## config.mk

```make
export PLATFORM = sky130hd
export DESIGN_NAME = acorn_phase_ctrl_flat
export DESIGN_NICKNAME = d
export VERILOG_FILES = /design/src/rtl/acorn_pkg.sv /design/src/rtl/acorn_phase_ctrl_if.sv /design/src/rtl/acorn_init_mbit.sv /design/src/rtl/acorn_phase_ctrl.sv /design/src/flat_wrapper.sv
export SDC_FILE = /design/constraint.sdc
export NUM_CORES = 1
export LEC_CHECK = 0
export ABC_AREA = 1
export CAP_MARGIN = 30
export CORE_AREA = 4 4 194 234
export CTS_CLUSTER_DIAMETER = 50
export DETAILED_ROUTE_END_ITERATION = 8
export DIE_AREA = 0 0 198 238
export PLACE_DENSITY = 0.65
export SYNTH_ARGS = -nofsm -noshare
export SYNTH_HDL_FRONTEND = slang
export SYNTH_SLANG_ARGS = --single-unit
```

## constraint.sdc

```tcl
create_clock -name clk -period 10.32 [get_ports clk]
set_clock_uncertainty 0.15 [all_clocks]
set_input_delay 1.032 -clock clk [delete_from_list [all_inputs] [get_ports clk]]
set_output_delay 1.032 -clock clk [all_outputs]
set_load 0.01 [all_outputs]
```

## src/rtl/acorn_pkg.sv

```systemverilog
// ---------------------------------------------------------------------------
// acorn_pkg
// Shared types and constants for the ACORN-128 phase sequencer.
//   phase_e     : controller state; the low three bits are the externally
//                 visible phase code, DONE lives above them and reports as 7
//   *_C         : step counts of the fixed-length phases
//   phase_code  : maps a state onto the 3-bit phase_o encoding
// Optional build macro used by the files importing this package:
//   ACORN_DECRYPT_EN
// ---------------------------------------------------------------------------
package acorn_pkg;

    typedef enum logic [3:0] {
        PH_IDLE    = 4'd0,
        PH_LOAD    = 4'd1,
        PH_INIT    = 4'd2,
        PH_AD      = 4'd3,
        PH_AD_PAD  = 4'd4,
        PH_ENC     = 4'd5,
        PH_ENC_PAD = 4'd6,
        PH_FIN     = 4'd7,
        PH_DONE    = 4'd8
    } phase_e;

    localparam int PHASE_W     = 3;
    localparam int STEP_W      = 11;
    localparam int INIT_STEPS_C = 1792;
    localparam int PAD_STEPS_C  = 256;
    localparam int PAD_HALF_C   = 128;
    localparam int FIN_STEPS_C  = 768;
    localparam int TAG_START_C  = 640;

    // DONE has no code of its own on phase_o; it reads as FIN together with done_o.
    function automatic logic [PHASE_W-1:0] phase_code(input phase_e s);
        logic [3:0] raw;
        raw = s;
        return (s == PH_DONE) ? 3'd7 : raw[2:0];
    endfunction

endpackage

```

## src/rtl/acorn_phase_ctrl_if.sv

```systemverilog
// ---------------------------------------------------------------------------
// acorn_phase_ctrl_if
// Bundles every non-clock/reset signal of acorn_phase_ctrl.
//   master : host / datapath side (drives start, key, iv, lengths, streams, ks)
//   slave  : the sequencer (drives datapath controls, ct stream, tag, status)
// Signal suffixes are from the sequencer's point of view (_i in, _o out).
// Build macro: ACORN_DECRYPT_EN adds dec_i.
// ---------------------------------------------------------------------------
interface acorn_phase_ctrl_if
    import acorn_pkg::*;
#(
    parameter int AD_LEN_W  = 16,
    parameter int MSG_LEN_W = 16
);
    logic                 start_i;
    logic [127:0]         key_i;
    logic [127:0]         iv_i;
    logic [AD_LEN_W-1:0]  ad_len_i;
    logic [MSG_LEN_W-1:0] msg_len_i;
`ifdef ACORN_DECRYPT_EN
    logic                 dec_i;
`endif
    logic                 ad_bit_i;
    logic                 ad_valid_i;
    logic                 ad_ready_o;
    logic                 pt_bit_i;
    logic                 pt_valid_i;
    logic                 pt_ready_o;
    logic                 ks_bit_i;
    logic                 state_clr_o;
    logic                 step_o;
    logic                 mbit_o;
    logic                 ca_o;
    logic                 cb_o;
    logic                 ct_bit_o;
    logic                 ct_valid_o;
    logic [127:0]         tag_o;
    logic                 tag_valid_o;
    logic                 busy_o;
    logic                 done_o;
    logic [PHASE_W-1:0]   phase_o;

    modport master (
`ifdef ACORN_DECRYPT_EN
        output dec_i,
`endif
        output start_i, key_i, iv_i, ad_len_i, msg_len_i,
        output ad_bit_i, ad_valid_i, pt_bit_i, pt_valid_i, ks_bit_i,
        input  ad_ready_o, pt_ready_o, state_clr_o, step_o, mbit_o, ca_o, cb_o,
        input  ct_bit_o, ct_valid_o, tag_o, tag_valid_o, busy_o, done_o, phase_o
    );

    modport slave (
`ifdef ACORN_DECRYPT_EN
        input  dec_i,
`endif
        input  start_i, key_i, iv_i, ad_len_i, msg_len_i,
        input  ad_bit_i, ad_valid_i, pt_bit_i, pt_valid_i, ks_bit_i,
        output ad_ready_o, pt_ready_o, state_clr_o, step_o, mbit_o, ca_o, cb_o,
        output ct_bit_o, ct_valid_o, tag_o, tag_valid_o, busy_o, done_o, phase_o
    );
endinterface

```

## src/rtl/acorn_init_mbit.sv

```systemverilog
// ---------------------------------------------------------------------------
// acorn_init_mbit
// Combinational message-bit selector for the initialization phase.
//   key_i  : 128-bit key
//   iv_i   : 128-bit IV
//   step_i : initialization step index (0..1791)
//   mbit_o : message bit injected at that step
// Steps 0..127 load the key, 128..255 the IV, step 256 the key's first bit
// inverted (domain separation), then the key repeats cyclically.
// ---------------------------------------------------------------------------
module acorn_init_mbit
    import acorn_pkg::*;
(
    input  logic [127:0]      key_i,
    input  logic [127:0]      iv_i,
    input  logic [STEP_W-1:0] step_i,
    output logic              mbit_o
);

    // The low seven step bits are step mod 128, which indexes both the key
    // stream and the IV stream.
    always_comb begin
        mbit_o = key_i[step_i[6:0]];
        if (step_i < STEP_W'(128)) begin
            mbit_o = key_i[step_i[6:0]];
        end else if (step_i < STEP_W'(256)) begin
            mbit_o = iv_i[step_i[6:0]];
        end else if (step_i == STEP_W'(256)) begin
            mbit_o = ~key_i[0];
        end
    end

endmodule

```

## src/rtl/acorn_phase_ctrl.sv

```systemverilog
// ---------------------------------------------------------------------------
// acorn_phase_ctrl
// Phase sequencer for the ACORN-128 state-update datapath: decides each
// cycle whether the datapath steps and supplies that step's mbit/ca/cb,
// walking LOAD, INIT, AD, AD_PAD, ENC, ENC_PAD, FIN and DONE.
//   clk, rst : clock, asynchronous active-high reset
//   bus      : acorn_phase_ctrl_if.slave (start/key/iv/lengths, AD and
//              plaintext streams, keystream bit, datapath controls,
//              ciphertext stream, tag, busy/done/phase status)
// Build macro: ACORN_DECRYPT_EN (adds dec_i; ENC then consumes ciphertext).
// ---------------------------------------------------------------------------
module acorn_phase_ctrl
    import acorn_pkg::*;
#(
    parameter int AD_LEN_W   = 16,
    parameter int MSG_LEN_W  = 16,
    parameter int INIT_STEPS = INIT_STEPS_C,
    parameter int PAD_STEPS  = PAD_STEPS_C,
    parameter int FIN_STEPS  = FIN_STEPS_C
)(
    input  logic              clk,
    input  logic              rst,
    acorn_phase_ctrl_if.slave bus
);

    localparam int CNT_W = (AD_LEN_W > MSG_LEN_W) ? AD_LEN_W : MSG_LEN_W;

    phase_e               state_q, state_d;
    logic [STEP_W-1:0]    step_q, step_d;
    logic [CNT_W-1:0]     bits_q, bits_d;
    logic [AD_LEN_W-1:0]  ad_len_q, ad_len_d;
    logic [MSG_LEN_W-1:0] msg_len_q, msg_len_d;
    logic                 tag_valid_q, tag_valid_d;
    logic [127:0]         tag_q;
    logic                 tag_we;
    logic                 init_mbit;
    logic                 enc_mbit;
    logic [CNT_W-1:0]     ad_last, msg_last;

    acorn_init_mbit u_init_mbit (
        .key_i  (bus.key_i),
        .iv_i   (bus.iv_i),
        .step_i (step_q),
        .mbit_o (init_mbit)
    );

    // Index of the final accepted bit; only used while the length is non-zero.
    assign ad_last  = CNT_W'(ad_len_q)  - CNT_W'(1);
    assign msg_last = CNT_W'(msg_len_q) - CNT_W'(1);

`ifdef ACORN_DECRYPT_EN
    logic dec_q, dec_d;
    // When decrypting, the stream carries ciphertext; the datapath absorbs the
    // recovered plaintext.
    assign enc_mbit = dec_q ? (bus.pt_bit_i ^ bus.ks_bit_i) : bus.pt_bit_i;
`else
    assign enc_mbit = bus.pt_bit_i;
`endif

    // Next-state and per-cycle datapath controls. Both counters restart at
    // zero whenever the state changes.
    always_comb begin
        state_d         = state_q;
        step_d          = step_q;
        bits_d          = bits_q;
        ad_len_d        = ad_len_q;
        msg_len_d       = msg_len_q;
        tag_valid_d     = tag_valid_q;
`ifdef ACORN_DECRYPT_EN
        dec_d           = dec_q;
`endif
        tag_we          = 1'b0;
        bus.state_clr_o = 1'b0;
        bus.step_o      = 1'b0;
        bus.mbit_o      = 1'b0;
        bus.ca_o        = 1'b0;
        bus.cb_o        = 1'b0;
        bus.ct_bit_o    = 1'b0;
        bus.ct_valid_o  = 1'b0;
        bus.ad_ready_o  = 1'b0;
        bus.pt_ready_o  = 1'b0;
        bus.done_o      = 1'b0;

        unique case (state_q)
            PH_IDLE: begin
                if (bus.start_i) begin
                    state_d     = PH_LOAD;
                    ad_len_d    = bus.ad_len_i;
                    msg_len_d   = bus.msg_len_i;
                    tag_valid_d = 1'b0;
`ifdef ACORN_DECRYPT_EN
                    dec_d       = bus.dec_i;
`endif
                end
            end
            PH_LOAD: begin
                bus.state_clr_o = 1'b1;
                state_d         = PH_INIT;
            end
            PH_INIT: begin
                bus.step_o = 1'b1;
                bus.mbit_o = init_mbit;
                bus.ca_o   = 1'b1;
                bus.cb_o   = 1'b1;
                step_d     = step_q + STEP_W'(1);
                if (step_q == STEP_W'(INIT_STEPS - 1)) begin
                    state_d = (ad_len_q == '0) ? PH_AD_PAD : PH_AD;
                end
            end
            PH_AD: begin
                bus.ad_ready_o = 1'b1;
                bus.step_o     = bus.ad_valid_i;
                bus.mbit_o     = bus.ad_bit_i;
                bus.ca_o       = 1'b1;
                bus.cb_o       = 1'b1;
                if (bus.ad_valid_i) begin
                    bits_d = bits_q + CNT_W'(1);
                    if (bits_q == ad_last) begin
                        state_d = PH_AD_PAD;
                    end
                end
            end
            PH_AD_PAD, PH_ENC_PAD: begin
                // A single 1 opens the padding; ca covers only its first half.
                bus.step_o = 1'b1;
                bus.mbit_o = (step_q == '0);
                bus.ca_o   = (step_q < STEP_W'(PAD_HALF_C));
                bus.cb_o   = (state_q == PH_AD_PAD);
                step_d     = step_q + STEP_W'(1);
                if (step_q == STEP_W'(PAD_STEPS - 1)) begin
                    if (state_q == PH_ENC_PAD) begin
                        state_d = PH_FIN;
                    end else begin
                        state_d = (msg_len_q == '0) ? PH_ENC_PAD : PH_ENC;
                    end
                end
            end
            PH_ENC: begin
                bus.pt_ready_o = 1'b1;
                bus.step_o     = bus.pt_valid_i;
                bus.mbit_o     = enc_mbit;
                bus.ca_o       = 1'b1;
                bus.ct_bit_o   = bus.pt_bit_i ^ bus.ks_bit_i;
                bus.ct_valid_o = bus.pt_valid_i;
                if (bus.pt_valid_i) begin
                    bits_d = bits_q + CNT_W'(1);
                    if (bits_q == msg_last) begin
                        state_d = PH_ENC_PAD;
                    end
                end
            end
            PH_FIN: begin
                bus.step_o = 1'b1;
                bus.ca_o   = 1'b1;
                bus.cb_o   = 1'b1;
                tag_we     = (step_q >= STEP_W'(TAG_START_C));
                step_d     = step_q + STEP_W'(1);
                if (step_q == STEP_W'(FIN_STEPS - 1)) begin
                    state_d     = PH_DONE;
                    tag_valid_d = 1'b1;
                end
            end
            PH_DONE: begin
                bus.done_o = 1'b1;
                state_d    = PH_IDLE;
            end
            default: begin
                state_d = PH_IDLE;
            end
        endcase

        if (state_d != state_q) begin
            step_d = '0;
            bits_d = '0;
        end
    end

    // State, counters, latched lengths and the tag shift-in. The tag window
    // starts at a multiple of 128, so the low seven step bits are the tag index.
    always_ff @(posedge clk or posedge rst) begin
        if (rst) begin
            state_q     <= PH_IDLE;
            step_q      <= '0;
            bits_q      <= '0;
            ad_len_q    <= '0;
            msg_len_q   <= '0;
            tag_valid_q <= 1'b0;
            tag_q       <= '0;
`ifdef ACORN_DECRYPT_EN
            dec_q       <= 1'b0;
`endif
        end else begin
            state_q     <= state_d;
            step_q      <= step_d;
            bits_q      <= bits_d;
            ad_len_q    <= ad_len_d;
            msg_len_q   <= msg_len_d;
            tag_valid_q <= tag_valid_d;
`ifdef ACORN_DECRYPT_EN
            dec_q       <= dec_d;
`endif
            if (tag_we) begin
                tag_q[step_q[6:0]] <= bus.ks_bit_i;
            end
        end
    end

    assign bus.tag_o       = tag_q;
    assign bus.tag_valid_o = tag_valid_q;
    assign bus.busy_o      = (state_q != PH_IDLE);
    assign bus.phase_o     = phase_code(state_q);

endmodule

```

## src/flat_wrapper.sv

```systemverilog
// flat-port wrapper written by rule: the top's interface ports become plain ports
module acorn_phase_ctrl_flat import acorn_pkg::*;
#(
    parameter int AD_LEN_W   = 16,
    parameter int MSG_LEN_W  = 16,
    parameter int INIT_STEPS = INIT_STEPS_C,
    parameter int PAD_STEPS  = PAD_STEPS_C,
    parameter int FIN_STEPS  = FIN_STEPS_C
)
  (clk, rst, bus_start_i, bus_key_i, bus_iv_i, bus_ad_len_i, bus_msg_len_i, bus_ad_bit_i, bus_ad_valid_i, bus_pt_bit_i, bus_pt_valid_i, bus_ks_bit_i, bus_ad_ready_o, bus_pt_ready_o, bus_state_clr_o, bus_step_o, bus_mbit_o, bus_ca_o, bus_cb_o, bus_ct_bit_o, bus_ct_valid_o, bus_tag_o, bus_tag_valid_o, bus_busy_o, bus_done_o, bus_phase_o);
  acorn_phase_ctrl_if #(.AD_LEN_W(AD_LEN_W), .MSG_LEN_W(MSG_LEN_W)) bus_i ();
  input  logic clk;
  input  logic rst;
  input wire logic [$bits(bus_i.start_i)-1:0] bus_start_i;
  input wire logic [$bits(bus_i.key_i)-1:0] bus_key_i;
  input wire logic [$bits(bus_i.iv_i)-1:0] bus_iv_i;
  input wire logic [$bits(bus_i.ad_len_i)-1:0] bus_ad_len_i;
  input wire logic [$bits(bus_i.msg_len_i)-1:0] bus_msg_len_i;
  input wire logic [$bits(bus_i.ad_bit_i)-1:0] bus_ad_bit_i;
  input wire logic [$bits(bus_i.ad_valid_i)-1:0] bus_ad_valid_i;
  input wire logic [$bits(bus_i.pt_bit_i)-1:0] bus_pt_bit_i;
  input wire logic [$bits(bus_i.pt_valid_i)-1:0] bus_pt_valid_i;
  input wire logic [$bits(bus_i.ks_bit_i)-1:0] bus_ks_bit_i;
  output wire logic [$bits(bus_i.ad_ready_o)-1:0] bus_ad_ready_o;
  output wire logic [$bits(bus_i.pt_ready_o)-1:0] bus_pt_ready_o;
  output wire logic [$bits(bus_i.state_clr_o)-1:0] bus_state_clr_o;
  output wire logic [$bits(bus_i.step_o)-1:0] bus_step_o;
  output wire logic [$bits(bus_i.mbit_o)-1:0] bus_mbit_o;
  output wire logic [$bits(bus_i.ca_o)-1:0] bus_ca_o;
  output wire logic [$bits(bus_i.cb_o)-1:0] bus_cb_o;
  output wire logic [$bits(bus_i.ct_bit_o)-1:0] bus_ct_bit_o;
  output wire logic [$bits(bus_i.ct_valid_o)-1:0] bus_ct_valid_o;
  output wire logic [$bits(bus_i.tag_o)-1:0] bus_tag_o;
  output wire logic [$bits(bus_i.tag_valid_o)-1:0] bus_tag_valid_o;
  output wire logic [$bits(bus_i.busy_o)-1:0] bus_busy_o;
  output wire logic [$bits(bus_i.done_o)-1:0] bus_done_o;
  output wire logic [$bits(bus_i.phase_o)-1:0] bus_phase_o;
  assign bus_i.start_i = bus_start_i;
  assign bus_i.key_i = bus_key_i;
  assign bus_i.iv_i = bus_iv_i;
  assign bus_i.ad_len_i = bus_ad_len_i;
  assign bus_i.msg_len_i = bus_msg_len_i;
  assign bus_i.ad_bit_i = bus_ad_bit_i;
  assign bus_i.ad_valid_i = bus_ad_valid_i;
  assign bus_i.pt_bit_i = bus_pt_bit_i;
  assign bus_i.pt_valid_i = bus_pt_valid_i;
  assign bus_i.ks_bit_i = bus_ks_bit_i;
  assign bus_ad_ready_o = bus_i.ad_ready_o;
  assign bus_pt_ready_o = bus_i.pt_ready_o;
  assign bus_state_clr_o = bus_i.state_clr_o;
  assign bus_step_o = bus_i.step_o;
  assign bus_mbit_o = bus_i.mbit_o;
  assign bus_ca_o = bus_i.ca_o;
  assign bus_cb_o = bus_i.cb_o;
  assign bus_ct_bit_o = bus_i.ct_bit_o;
  assign bus_ct_valid_o = bus_i.ct_valid_o;
  assign bus_tag_o = bus_i.tag_o;
  assign bus_tag_valid_o = bus_i.tag_valid_o;
  assign bus_busy_o = bus_i.busy_o;
  assign bus_done_o = bus_i.done_o;
  assign bus_phase_o = bus_i.phase_o;
  acorn_phase_ctrl #(.AD_LEN_W(AD_LEN_W), .MSG_LEN_W(MSG_LEN_W), .INIT_STEPS(INIT_STEPS), .PAD_STEPS(PAD_STEPS), .FIN_STEPS(FIN_STEPS)) u_core (.clk(clk), .rst(rst), .bus(bus_i));
endmodule
```

==> impl_results.md, run 1 <==
* Worst Setup Start Kind: flip-flop
* Cell area after synthesis at 11970 µm²
* Pin count of the biggest net entering global routing at 122
* Final setup viols at 0
* Post-CTS setup buffer count at 0
* Post-CTS Resized at 0
* Avg WL per Cell at 19.96 µm
* Initial drt markers at 840
* Flops & latches, synth at 192
* Max-slew violations at 0
* Post-layout minimum cycle time at 5.546 ns
* Top FF cell, synth: dfrtp_1
* ANT nets after route at 0
* Vias in the first global route at 13236
* Final wirelength at 53.91 mm
* Tightest Pin Transition at 0.9303 ns
* RSZ-0062 raised after global routing: false
* Average size of a mapped cell at 6.944 µm²
* P_sw at 0.0004035 W
* Buffers added on ports at 438
* Pwr dens at 91.75 nW/µm²
* Final Hold Viols at 0
* Via count at 13197
* Total gr overflow at 0
* Pre-CTS WS at 5.169 ns
* Share of cells above drive strength 1 at 4.998%
* Reg clk slew, reported paths at 0.07 ns
* Switching share of power at 25.02%
* Max-Cap Viols at 0
* Internal at 0.001209 W
* Pre-Repair DR Iteration Count at 7
* Worst IR Drop VDD at 0.07269 mV
* Placed cell areas at 16940 µm²
* Synth area leader: dfrtp_1
* Die Height at 238 µm
* CP endpoint kind: output pin
* Root buf cell: clkbuf_16
* Gr usage total at 22.07%
* HPWL Detailed at 41.80 mm
* Worst-path maximum fanout at 28
* Via density at 4.886
* Cts hold-fix bufs at 0
* Crit path DAT at 4.36 ns
* Setup ws final at 4.774 ns
* Total clock sinks at 192
* Max transition margin at 37.91%
* Share of power burned in registers at 46.6%
* Antenna violations before repair at 3
* Layout Area Growth over Synthesis at 46.82%
* Crit path kind: reg -> out
* Max Freq at 0.1803 GHz
* TNS Setup at 0 ns
* Leak at 7.443 nW
* Ys async rst share at 100.0%
* Combinational share of power at 10.5%
* Num ports at 439
* Ranking of synthesized cells by area: dfrtp_1 40%, nand2_1 19%, nor2_1 7.5%
* Worst hold path type: reg -> reg
* Syn Nets at 2025
* Number of synthesized flops with an enable pin at 0
* Die area at 47120 µm²
* Status: completed
* Share of the synthesized area in the top cell type at 40.13%
* Synthesis warning total at 0
* Die Wd at 198 µm
* CTS tree: done
* Clock buffer count from CTS at 17
* Synth Instances at 1724
* First-pass GRT wire length at 79.88 mm
* Tcrit/Tclk final at 53.74%
* Initial core utilization at 27.65%
* Worst path required time at 9.14 ns
* Post-route cell area at 17580 µm²
* Clk Latency, worst-skew pair at 0.45 ns
* Rows at 84
* Max Root-Sink Buffers at 2
* Post-synth cell types at 42
* DRC Markers at 0
* Core area at 43300 µm²
* Clock power frac at 42.9%
* Post-synthesis sequential area ratio at 40.13%
* Final core occ at 40.59%
* Fin nets at 2429
* H-Tree Depth at 4
* GP Congestion at 0.9974
## critical path, stage by stage (launching register included)
cell and delay, ns:
dfrtp_1 0.86, clkinv_1 0.66, nand3_1 0.30, inv_2 0.29, nand2_1 0.23, nand3_1 0.09, o21ai_0 0.23, nand2_1 0.09
o21ai_1 0.14, nand3_1 0.09, nor2_1 0.18, nor2_1 0.06, nand2_1 0.10, nand2_1 0.06, clkdlybuf4s50_1 0.51
## layout by cell type (no fill, tap or decap), drive strengths merged, types with 2 or more instances in the layout
master / n
dfrtp: 192
o21a: 116
a31oi: 12
clkinv: 9
a21oi: 44
xor2: 35
buf: 16
and2: 3
a22oi: 16
inv: 136
xnor2: 12
clkdlybuf4s50: 438
nand4: 46
o21ai: 59
nor4: 2
nand2: 618
or2: 3
nor2: 272
nor3: 12
clkbuf: 17
nand3: 66
nand3b: 5
ha: 5
## cells by family after synthesis
logic type               share of synthesized area [%]
AO/OA/AOI/OAI                                    13.50
XOR/XNOR                                         3.627
adder cells (fa/ha/maj)                         0.5226
buffers and inverters                            6.668
flip-flops                                       40.13
AND/OR/NAND/NOR                                  35.55
## layout make-up
cell class	instances	area [µm²]
clock buffer	17	425.4
inverter	132	505.5
timing repair buffer	454	4568
antenna	1	2.502
multi-input combinational	1331	6389
sequential	192	4805
fill	4441	25720
clock inverter	15	182.7
tap	559	699.4
## through the flow
stage	cells	total power [W]	hold slack (ns)
2_1_floorplan	1724	0.0007990	0.3420
3_3_place_gp	2664	0.0009349	0.3232
3_5_place_dp	2667	0.0009353	0.3285
4_1_cts	2699	0.001633	0.3455
5_1_grt	2701	0.001669	0.3593
6_report	2701	0.001613	0.3424
## power by group through the flow
stage                     sequential [W]  clock [W]  combinational, W
after floorplan                 0.000767          0         0.0000322
after global placement          0.000767          0          0.000168
after detailed placement        0.000767          0          0.000169
after CTS                       0.000751   0.000711          0.000170
after global routing            0.000752   0.000736          0.000181
final                           0.000752   0.000692          0.000170
## path summary, 6_finish.rpt
path / slack [ns] / endpoint / start / depth (start not counted)
min reg2reg: 0.34 / u_core.bus.tag_o[63] / u_core.bus.tag_o[63] / 1
min in group asynchronous: 0.99 / u_core.bus.tag_o[111] / rst / 2
max in group asynchronous: 7.77 / u_core.msg_len_q[3] / rst / 4
max reg2reg: 6.77 / u_core.bus.tag_o[98] / u_core.step_q[0] / 7
max: 4.77 / bus_mbit_o / u_core.step_q[1] / 14
min: 0.34 / u_core.bus.tag_o[63] / u_core.bus.tag_o[63] / 1
## registers in the layout (all words and copies together) (netlist names)
register	flops
u_core.msg_len_q	16
u_core.state_q	4
u_core.bus.tag_valid_o	1
u_core.bus.tag_o	128
u_core.step_q	11
u_core.bits_q	16
u_core.ad_len_q	16
## layer usage
layer / vias up / wire (µm) / global-route usage [%]
li1: 6325 / - / -
met1: 6321 / 20430 / 25.15
met2: 469 / 27720 / 40.54
met3: 80 / 3701 / 4.307
met4: 2 / 2044 / 8.328
met5: - / 13 / 0
## synth_stat cells (3+ instances only)
cell / count
a21oi_1: 43
a22oi_1: 16
a31oi_1: 12
and2_1: 3
buf_2: 17
clkbuf_1: 45
dfrtp_1: 192
ha_1: 5
inv_1: 123
inv_2: 6
nand2_1: 612
nand2_2: 4
nand3_1: 64
nand3b_1: 5
nand4_1: 46
nor2_1: 240
nor2_2: 28
nor2_4: 3
nor3_1: 11
o21a_1: 116
o21ai_0: 57
or2_2: 3
xnor2_1: 12
xor2_1: 35
(Power assumes the default switching activity.)
==> run 2: changes to the inputs <==
- PLACE_DENSITY: 0.65 -> 0.67
- clock period: 10.32 -> 4.9 ns (I/O delays scaled with it)
==> run 2 against run 1 <==
Combinational power rose by 110%. Largest cell class unchanged. Die area is the same. Worst hold slack got worse by 0.17 ns. Critical endpoint unchanged. Sequential power grew 110%. Clock power rose by 110%.
==> impl_results.md, run 2 (synthesis gave the netlist of run 1 again) <==
* Avg WL per Cell at 19.92 µm
* H-Tree Depth at 4
* Final Power at 0.003412 W
* Post-layout minimum cycle time at 4.488 ns
* Core area at 43300 µm²
* First-pass GRT wire length at 79.65 mm
* Commonest non-fill, non-tap cells in the layout: 612 x nand2_1, 438 x clkdlybuf4s50_1, 238 x nor2_1
* Worst-path maximum fanout at 28
* Buffers added on ports at 438
* Global routing's busiest layer: met2
* CP endpoint kind: output pin
* Reg2reg end: u_core.bus.tag_o[18]
* Max Root-Sink Buffers at 2
* Crit path DAT at 3.85 ns
* Met3 Usage GRT at 3.870%
* Crit-path max cell delay at 0.49 ns
* Cts hold-fix bufs at 0
* Antenna violations before repair at 2
* Placed cell areas at 17010 µm²
* GP Congestion at 0.9572
* Tcrit/Tclk final at 91.59%
* Worst Setup Start Kind: flip-flop
* Pre-CTS WS at 0.8884 ns
* Status: completed
* CP delay by family, top: buffers and inverters
* Worst reg2reg path depth at 9
* Max-Cap Viols at 0
* Vias in the first global route at 13307
* Number of buffers and inverters on the critical path at 4
* Die Wd at 198 µm
* GRT met2 Usage at 39.95%
* Final core occ at 40.81%
* Die Height at 238 µm
* Max transition margin at 44.94%
* TNS Setup at 0 ns
* Post-route cell area at 17670 µm²
* Max Freq at 0.2228 GHz
* Post-CTS setup buffer count at 0
* Via count at 13190
* CP cell instances: buf_4, clkinv_1, nand3_1, inv_2, nand2_1, nand4_1, o21ai_0, nand4_1, a21oi_1, nand3_1, nand2_1, nand2_1, nand2_1, nand2_1, clkdlybuf4s50_1
* HPWL Detailed at 42.45 mm
* Gr usage total at 22.07%
* Post-CTS Resized at 0
* Met1 Use GR at 25.59%
* Fin nets at 2438
* Initial core utilization at 27.65%
* Leak at 7.486 nW
* Most common cell after layout, fill and taps aside: nand2_1
* Worst hold path type: in -> async
* ANT nets after route at 0
* Tightest Pin Transition at 0.8249 ns
* Max FFs per register at 128
* Total clock sinks at 192
* Clk Latency, worst-skew pair at 0.46 ns
* Die area at 47120 µm²
* Total gr overflow at 0
* Most used cell, CP: nand2_1
* Via density at 4.867
* Setup ws final at 0.4123 ns
* RSZ-0062 raised after global routing: false
* Worst path required time at 4.26 ns
* R2r setup slk at 1.58 ns
* Crit path kind: reg -> out
* Pwr dens at 193.1 nW/µm²
* Worst IR Drop VDD at 0.1870 mV
* Pre-Repair DR Iteration Count at 5
* Final wirelength at 53.98 mm
* Reg clk slew, reported paths at 0.08 ns
* Layout Area Growth over Synthesis at 47.60%
* DRC Markers at 0
* Rows at 84
* Initial drt markers at 881
* CTS tree: done
* Final setup viols at 0
* Clock buffer count from CTS at 17
* Root buf cell: clkbuf_16
* Final Hold Viols at 0
* Num ports at 439
* FF-to-FF Start: u_core.state_q[3]
* Share of cells above drive strength 1 at 5.395%
* Worst path slowest cell: clkdlybuf4s50_1
* Max-slew violations at 0
* Pin count of the biggest net entering global routing at 113
-- run 2: changes by cell type in the layout (fill, tap and decap cells not counted), sizes merged --
cell,previous run,this run
bufinv,1,0
clkinv,9,13
inv,136,133
buf,16,25
-- run 2: area by class of cell --
| type | count | area [µm²] |
|---|---|---|
| tap | 559 | 699.4 |
| multi-input combinational | 1331 | 6389 |
| inverter | 132 | 501.7 |
| sequential | 192 | 4805 |
| timing repair buffer | 463 | 4641 |
| clock inverter | 15 | 206.4 |
| fill | 4450 | 25630 |
| antenna | 1 | 2.502 |
| clock buffer | 17 | 425.4 |
-- run 2: worst max-delay path by stage --
stage	endpoint	cells after the start	start	slack, ns
final	bus_mbit_o	15	u_core.step_q[1]	0.41
after global routing	bus_mbit_o	15	u_core.step_q[1]	0.04
after CTS	bus_mbit_o	15	u_core.step_q[1]	0.36
after detailed placement	bus_mbit_o	15	u_core.step_q[1]	0.89
after global placement	bus_mbit_o	13	u_core.step_q[0]	0.86
after floorplan	u_core.ad_len_q[0]	1	rst	1.78
-- run 2: per-stage QoR --
stage	instances	hold slack, ns
after global placement	2674	0.3235
after floorplan	1724	0.3420
after global routing	2710	0.1605
after CTS	2708	0.1369
after detailed placement	2676	0.3285
final	2710	0.1689
-- run 2: where the power goes --
| part | switching [W] | internal [W] |
|---|---|---|
| Sequential | 0 | 0.00158 |
| Clock | 0.000770 | 0.000705 |
| Combinational | 0.000126 | 0.000229 |
-- run 2: per-layer routing --
| metal | up-vias | share of wire (%) |
|---|---|---|
| li1 | 6332 | - |
| met3 | 87 | 6.0 |
| met5 | - | 0.024 |
| met4 | 2 | 4.0 |
| met2 | 470 | 51 |
| met1 | 6299 | 39 |
